===== src/rtl/keypad_pkg.sv =====
// Shared keypad definitions: key codes, key-to-matrix mapping, emulator states and pad indices.
// Pure declarations, no latency.
// No flow control.
package keypad_pkg;

    localparam logic [4:0] KEY_0    = 5'h10;
    localparam logic [4:0] KEY_1    = 5'h11;
    localparam logic [4:0] KEY_2    = 5'h12;
    localparam logic [4:0] KEY_3    = 5'h13;
    localparam logic [4:0] KEY_4    = 5'h14;
    localparam logic [4:0] KEY_5    = 5'h15;
    localparam logic [4:0] KEY_6    = 5'h16;
    localparam logic [4:0] KEY_7    = 5'h17;
    localparam logic [4:0] KEY_8    = 5'h18;
    localparam logic [4:0] KEY_9    = 5'h19;
    localparam logic [4:0] KEY_STAR = 5'h1A;
    localparam logic [4:0] KEY_HASH = 5'h1B;

    // Connector pad numbers for row 0..3 and column 0..2, shared with the scanner.
    localparam int ROW_PAD [4] = '{1, 6, 5, 3};
    localparam int COL_PAD [3] = '{4, 0, 2};

    typedef enum logic [1:0] {IDLE, PRESS, GAP} emu_state_t;

    // Returns {valid, row[1:0], col[1:0]}; all zero for codes outside the keypad.
    function automatic logic [4:0] key_to_rc(input logic [4:0] code);
        logic [4:0] rc;
        rc = 5'b0;
        case (code)
            KEY_3:    rc = {1'b1, 2'd0, 2'd0};
            KEY_2:    rc = {1'b1, 2'd0, 2'd1};
            KEY_1:    rc = {1'b1, 2'd0, 2'd2};
            KEY_6:    rc = {1'b1, 2'd1, 2'd0};
            KEY_5:    rc = {1'b1, 2'd1, 2'd1};
            KEY_4:    rc = {1'b1, 2'd1, 2'd2};
            KEY_9:    rc = {1'b1, 2'd2, 2'd0};
            KEY_8:    rc = {1'b1, 2'd2, 2'd1};
            KEY_7:    rc = {1'b1, 2'd2, 2'd2};
            KEY_HASH: rc = {1'b1, 2'd3, 2'd0};
            KEY_0:    rc = {1'b1, 2'd3, 2'd1};
            KEY_STAR: rc = {1'b1, 2'd3, 2'd2};
            default:  rc = 5'b0;
        endcase
        return rc;
    endfunction

endpackage


===== src/rtl/keypad_emu_fifo.sv =====
// Key-code queue: DEPTH x W synchronous FIFO with flush.
// Push visible at dout one cycle later; pop takes effect at the clock edge.
// full/empty come from registered pointers, so a pop never frees a slot in the same cycle.
module key_fifo #(
    parameter int DEPTH = 4,
    parameter int W     = 5
) (
    input  logic         clk,
    input  logic         reset_n,
    input  logic         push,
    input  logic         pop,
    input  logic         flush,
    input  logic [W-1:0] din,
    output logic [W-1:0] dout,
    output logic         full,
    output logic         empty
);

    localparam int AW = $clog2(DEPTH);

    logic [W-1:0] mem [DEPTH];
    logic [AW:0]  wr_ptr;
    logic [AW:0]  rd_ptr;

    assign full  = (wr_ptr[AW] != rd_ptr[AW]) && (wr_ptr[AW-1:0] == rd_ptr[AW-1:0]);
    assign empty = (wr_ptr == rd_ptr);
    assign dout  = mem[rd_ptr[AW-1:0]];

    always_ff @(posedge clk) begin
        if (!reset_n || flush) begin
            wr_ptr <= '0;
            rd_ptr <= '0;
        end else begin
            if (push && !full) begin
                mem[wr_ptr[AW-1:0]] <= din;
                wr_ptr              <= wr_ptr + 1'b1;
            end
            if (pop && !empty) begin
                rd_ptr <= rd_ptr + 1'b1;
            end
        end
    end

endmodule


===== src/rtl/keypad_emu.sv =====
// Keypad responder: queued key codes are pressed for HOLD_CYCLES then released for GAP_CYCLES.
// Push to pressed_key: 2 cycles when idle; row_n to col_n: 3 cycles.
// key_ready drops while the queue is full; illegal codes are dropped with an err_invalid pulse.
module keypad_emu
    import keypad_pkg::*;
#(
    parameter int HOLD_CYCLES = 16384,
    parameter int GAP_CYCLES  = 16384,
    parameter int FIFO_DEPTH  = 4
) (
    input  logic       clk,
    input  logic       reset_n,
    input  logic [4:0] key_code,
    input  logic       key_valid,
    output logic       key_ready,
    input  logic       flush,
    input  logic [3:0] row_n,
    output logic [2:0] col_n,
    output logic [4:0] pressed_key,
    output logic       busy,
    output logic       err_invalid
);

    localparam int CNT_MAX = (HOLD_CYCLES > GAP_CYCLES) ? HOLD_CYCLES : GAP_CYCLES;
    localparam int CW      = $clog2(CNT_MAX);
    localparam logic [CW-1:0] HOLD_LOAD = CW'(HOLD_CYCLES - 1);
    localparam logic [CW-1:0] GAP_LOAD  = CW'(GAP_CYCLES - 1);

    emu_state_t    state;
    logic [CW-1:0] cnt;
    logic [3:0]    row_meta;
    logic [3:0]    row_s;
    logic [4:0]    pk_rc;
    logic [2:0]    col_next;
    logic          code_legal;
    logic          push_acc;
    logic          fifo_pop;
    logic          fifo_full;
    logic          fifo_empty;
    logic [4:0]    fifo_dout;

    assign key_ready  = reset_n && !fifo_full;
    assign code_legal = (key_code >= KEY_0) && (key_code <= KEY_HASH);
    // flush wins over a same-cycle push or pop.
    assign push_acc   = key_valid && key_ready && !flush;
    assign fifo_pop   = (state == IDLE) && !fifo_empty && !flush;
    assign busy       = (state != IDLE) || !fifo_empty;

    key_fifo #(
        .DEPTH (FIFO_DEPTH),
        .W     (5)
    ) u_fifo (
        .clk     (clk),
        .reset_n (reset_n),
        .push    (push_acc && code_legal),
        .pop     (fifo_pop),
        .flush   (flush),
        .din     (key_code),
        .dout    (fifo_dout),
        .full    (fifo_full),
        .empty   (fifo_empty)
    );

    always_ff @(posedge clk) begin
        if (!reset_n) begin
            state       <= IDLE;
            cnt         <= '0;
            pressed_key <= '0;
            err_invalid <= 1'b0;
        end else begin
            err_invalid <= push_acc && !code_legal;
            if (flush) begin
                state       <= IDLE;
                cnt         <= '0;
                pressed_key <= '0;
            end else begin
                case (state)
                    IDLE: begin
                        if (!fifo_empty) begin
                            pressed_key <= fifo_dout;
                            cnt         <= HOLD_LOAD;
                            state       <= PRESS;
                        end
                    end
                    PRESS: begin
                        if (cnt == '0) begin
                            pressed_key <= '0;
                            cnt         <= GAP_LOAD;
                            state       <= GAP;
                        end else begin
                            cnt <= cnt - 1'b1;
                        end
                    end
                    GAP: begin
                        if (cnt == '0) begin
                            state <= IDLE;
                        end else begin
                            cnt <= cnt - 1'b1;
                        end
                    end
                    default: state <= IDLE;
                endcase
            end
        end
    end

    // Any low row that matches the pressed key pulls its column, so multi-row glitches still answer.
    always_comb begin
        pk_rc    = key_to_rc(pressed_key);
        col_next = 3'b111;
        if (pk_rc[4] && !row_s[pk_rc[3:2]]) begin
            col_next[pk_rc[1:0]] = 1'b0;
        end
    end

    always_ff @(posedge clk) begin
        if (!reset_n) begin
            row_meta <= '1;
            row_s    <= '1;
            col_n    <= '1;
        end else begin
            row_meta <= row_n;
            row_s    <= row_meta;
            col_n    <= flush ? 3'b111 : col_next;
        end
    end

endmodule


===== config.mk =====
export PLATFORM = sky130hd
export DESIGN_NAME = keypad_emu
export DESIGN_NICKNAME = d
export VERILOG_FILES = /design/src/rtl/keypad_pkg.sv /design/src/rtl/keypad_emu_fifo.sv /design/src/rtl/keypad_emu.sv
export SDC_FILE = /design/constraint.sdc
export NUM_CORES = 1
export LEC_CHECK = 0
export CAP_MARGIN = 5
export CORE_MARGIN = 8
export CORE_UTILIZATION = 62
export DETAILED_ROUTE_END_ITERATION = 8
export PLACE_DENSITY = 0.84
export REMOVE_ABC_BUFFERS = 1
export SYNTH_ARGS = -nofsm -noshare
export SYNTH_HDL_FRONTEND = slang
export SYNTH_SLANG_ARGS = --single-unit

===== constraint.sdc =====
create_clock -name clk -period 8.2 [get_ports clk]
set_input_delay 1.64 -clock clk [delete_from_list [all_inputs] [get_ports clk]]
set_output_delay 1.64 -clock clk [all_outputs]
set_load 0.005 [all_outputs]

* After elaboration in Yosys (flattened, before gate mapping) *
Memory sizes are Yosys's and may differ from the RTL's. A register that Yosys moved wholly into a read port is not among the register bits.
Cells that the tools add are included.
Widths: inputs -> output; s select.

storage, ports and cells
  bits in read-only memories = 160
  output and inout bits = 11
  RAM bits = 20
  word-level logic and storage cells = 84
  register bits = 39
  memories = 2

operators by class
  reduce and logical (&&, ||, !) cells = 31
  bitwise logic cells = 3
  equal/unequal tests = 9
  order comparisons = 5
  $add $sub $neg = 3
  multiplexer cells = 22

memories
  name             depth  width  rd ports  clocked after memory_dff  write ports  RTL line               text
  (no name shown)  32     5      1         1                         0            keypad_pkg.sv:29       case (code)
  u_fifo.mem       4      5      1         1                         1            keypad_emu_fifo.sv:21  logic [W-1:0] mem [DEPTH];

operator list
  cell                   count
  $mux 14                3
  $pmux 14 s3            1
  $mux 5                 4
  $logic_not 14->1       1
  $sub 14x1->14 const B  1
  $logic_and 1x1->1      13
  $mux 2                 5
  $pmux 5 s2             1
  $reduce_and 3->1       3
  $ne 2x2->1 const B     4
  $add 3x1->3 const B    2
  $logic_not 1->1        6
  $lt 2x3->1 const B     2
  $pmux 2 s3             1
  $ge 5x5->1 const B     1
  $le 5x5->1 const B     1
  $mux 1                 5
  $reduce_bool 2->1      2
  $eq 3x3->1             1
  $not 3->3              1
  $reduce_bool 3->1      1
  $reduce_or 3->1        1
  $bmux 1 s2             1
  $demux 1 s2            1
  other kinds (9)        11

* Longest topological paths before layout *
  depth in word-level cells = 11
  gate-level depth with buffers = 11
  mapped depth without buffers = 11

* Modules after synthesis *
Synthesis repeated with hierarchy kept, for this count alone.

second synthesis, totals
  cells, all modules = 340
  area, all modules = 3,405.8 sq um

modules (own cells, without submodules)
  module      cells an instance  area each (sq um)  instances
  keypad_emu  244                2,080.7            1
  key_fifo    96                 1,325.0            1

* Worst setup path after synthesis *
OpenSTA, ideal clock, no wires.

  kind = input port to output port
  from = input port reset_n
  to = output port key_ready
  data required time = 6,560 ps
  setup slack = 4,495 ps
  path buffers = 1
  stages on the path = 2
  arrival = 2,065 ps
  path through = clkbuf_1 > o21a_1

between the ends
  cells in the longest elaborated chain, start to end = 1

RTL lines
  element            RTL line          text
  start, declared    keypad_emu.sv:12  input logic reset_n,
  $logic_and 1x1->1  keypad_emu.sv:42  assign key_ready = reset_n && !fifo_full;
  end, declared      keypad_emu.sv:15  output logic key_ready,

No other way between the ends.

* Final worst setup path *
Ends and elaborated chain as after synthesis.

==> results.toml <==
[status]
outcome = "completed"

[clock_tree]
cts_root_buffer = "clkbuf_8"
cts_max_path_buffers = 2
cts-htree-levels = 3
clkSlewWorstSetupHoldPaths_ns = 0.07
cts-buffers-inserted = 9
cts_hold_buf = 0
cts_tree = "done"
cts.sinks = 66
post_cts_buffers = 0
cts.repair.resized = 0
clock_latency_ns = 0.34

[worst_setup_path]
crit_top_cell = "clkdlybuf4s50_1"
cp-start-kind = "input port"
r2r_setup_slack_ns = 5.05
worst_setup_path_end_kind = "primary output"
critPathBufInv = 2
path_class = "input port to primary output"
cp.arrival_ns = 3.10
path_cells = "clkdlybuf4s50_1, o21a_1, clkdlybuf4s50_1"
reg2reg_depth = 8
reg2reg_from = "cnt[9]"
crit_required_ns = 6.56
reg2reg_to = "pk_rc[1]"
crit_family = "buffers and inverters"
cp_slowest_cell = "clkdlybuf4s50_1"
cp_max_fo = 11
critPathMaxStageDelay_ns = 0.73

[route]
wl_um = 5936
drc = 0
drt_iter0_markers = 170
via_per_inst = 5.734
vias = 2173
wire_per_inst_um = 15.66
ant_nets = 0
drt-pass1-iter-count = 4

[global_route]
grt_pass1_wl_um = 9708
antenna_found_initial = 0
globalRouteTotalUtil_pct = 17.02
grt_pass1_vias = 1961
grt_max_degree = 30
overflow = 0

[hold_path]
hold_path.class = "register to register"
hold_depth = 1
worstHoldStart = "pk_rc[1]"
hold_path_end = "col_n[2]"

[power_and_ir_drop]
ir_drop_v = 0.0001766
p_per_area_mw_per_mm2 = 190.9
power.total_mw = 0.6695
p_leak_nw = 1.234

[floorplanning]
die_height_um = 85.93
die_width_um = 85.93
dieArea_sq_mm = 0.007383
start_util_pct = 64.19
io_pins = 24
row_count = 25
coreArea_sq_mm = 0.004723

[cells_and_area]
fillers = 328
nets = 334
syn_to_final_growth_pct = 15.68
antenna_cells = 0
drive_gt1_share_pct = 11.86
fin_cells = 379
utilization_pct = 74.25

[synth]
synth_area_per_cell_sq_um = 10.53
syn_inst = 288
synth_top_area_share_pct = 30.38
yosysTopAreaCell = "dfxtp_1"
yosys-top-cells-area = "dfxtp_1 30%, edfxtp_1 20%, ha_1 5.8%"
ys_types = 51
async_reset_ff_share_pct = 0
ys.flop_type = "dfxtp_1"
synth_seq_cells = 66
synth_edf_count = 20
syn_area_sq_mm = 0.003032
yosys_warnings = 0
yosysSeqAreaShare_pct = 50.19

[place]
place_congestion = 0.7714
dpl.hpwl_um = 3961
dp.cells = 363
port_buffers = 23

[sta]
finalHoldViolations = 0
skew_ns = 0.008021
setup_tns_ns = 0
period_needed_ns = 4.744
final_max_slew_viol_count = 0
period_share_pct = 57.85
fmax_mhz = 210.8
rsz0062_at_grt = "no"
relSlewSlack_pct = 25.53
tightestPinTransition_ns = 1.113
setup_viol = 0

[flow_run]
cap_violations = 0
[worst max-delay path by stage]
stage | to | start | depth (start not counted) | slack [ns]
6_report | key_ready | reset_n | 3 | 3.46
5_1_grt | key_ready | reset_n | 3 | 3.39
4_1_cts | key_ready | reset_n | 3 | 3.44
3_5_place_dp | key_ready | reset_n | 3 | 3.45
3_3_place_gp | key_ready | reset_n | 3 | 3.48
2_1_floorplan | key_ready | reset_n | 1 | 4.81
[cells by family (layout without fill, tap and decap cells)]
family          after synthesis  after routing  synth area share, %
compound gates               68             68                15.93
flops                        66             66                50.19
xor+xnor                      7              7                2.022
fa+ha+maj                    14             14                5.778
buf+inv                      28             52                3.673
mux                           8              8                5.241
simple gates                 97             97                17.17
[cells in the mapped netlist, types with 2 or more instances]
library cell,count
dfxtp_1,46
nor2_1,39
o21ai_0,22
edfxtp_1,20
a22oi_1,15
clkbuf_1,14
ha_1,14
nand2b_1,13
nand2_1,12
inv_1,11
mux4_2,6
xnor2_1,6
a22o_1,5
nor3_1,5
o31ai_1,5
and2_1,4
a21oi_1,3
a31oi_1,3
nor4_1,3
o211ai_1,3
or4_1,3
a21boi_0,2
a221oi_2,2
buf_2,2
nand3_1,2
nand3b_1,2
o41ai_1,2
[cell type report]
| type | instances | area, sq um | area share, % |
|---|---|---|---|
| multi-input combinational | 194 | 1399 | 39.89 |
| timing repair buffer | 25 | 245.2 | 6.993 |
| clock buffer | 11 | 156.4 | 4.460 |
| clock inverter | 5 | 60.06 | 1.712 |
| sequential | 66 | 1521 | 43.38 |
| tap | 67 | 83.83 | 2.390 |
| inverter | 11 | 41.29 | 1.177 |
[placed cells by master, fill, tap and decap left out, types with 2 or more instances in the layout]
cell type and count:
dfxtp_1 46, nor2_1 39, clkdlybuf4s50_1 23, o21ai_0 22, edfxtp_1 20, a22oi_1 15, ha_1 14, nand2b_1 13
nand2_1 12, inv_1 11, clkbuf_8 9, xnor2_1 6, mux4_2 6, a22o_1 5, o31ai_1 5, nor3_1 5
and2_1 4, a31oi_1 3, o211ai_1 3, a21oi_1 3, or4_1 3, nor4_1 3, a21boi_0 2, a221oi_2 2
nand3_1 2, o41ai_1 2, nand3b_1 2, buf_4 2
[power breakdown]
group          switching, mW  total (mW)  internal (mW)
registers            0.00222       0.342          0.340
clock network          0.126       0.289          0.163
logic                 0.0202      0.0383         0.0181
[state kept, by name (all words and copies together), names as in the netlist, named ones only]
name / flops
u_fifo.rd_ptr: 3
col_n: 3
u_fifo.mem: 20
pk_rc: 5
pressed_key: 5
err_invalid: 1
row_meta: 4
row_s: 4
u_fifo.wr_ptr: 3
state: 2
cnt: 14
[worst reg2reg max path: stages, from the launching register on]
cell     delay [ns]
dfxtp_1        0.37
or4_4          0.61
nor4_4         0.44
mux2i_2        0.19
a22oi_1        0.49
nor2_1         0.15
ha_1           0.33
or3b_1         0.38
a31oi_1        0.13
[metrics by stage]
step	instance area (sq um)	hold slack (ns)	setup slack, ns
after global placement	3291	0.3779	3.477
after floorplan	2962	0.3608	4.813
after global routing	3507	0.4401	3.385
after CTS	3507	0.4096	3.435
final	3507	0.4035	3.456
after detailed placement	3291	0.3928	3.448
[routing by layer]
layer	vias up	global-route usage, %	wire length [um]
li1	1087	-	-
met1	1009	20.02	2501
met2	65	28.20	2967
met3	12	4.298	338
met4	0	8.121	129
met5	-	0	0
Note: power is estimated with default switching activity, not from simulation.
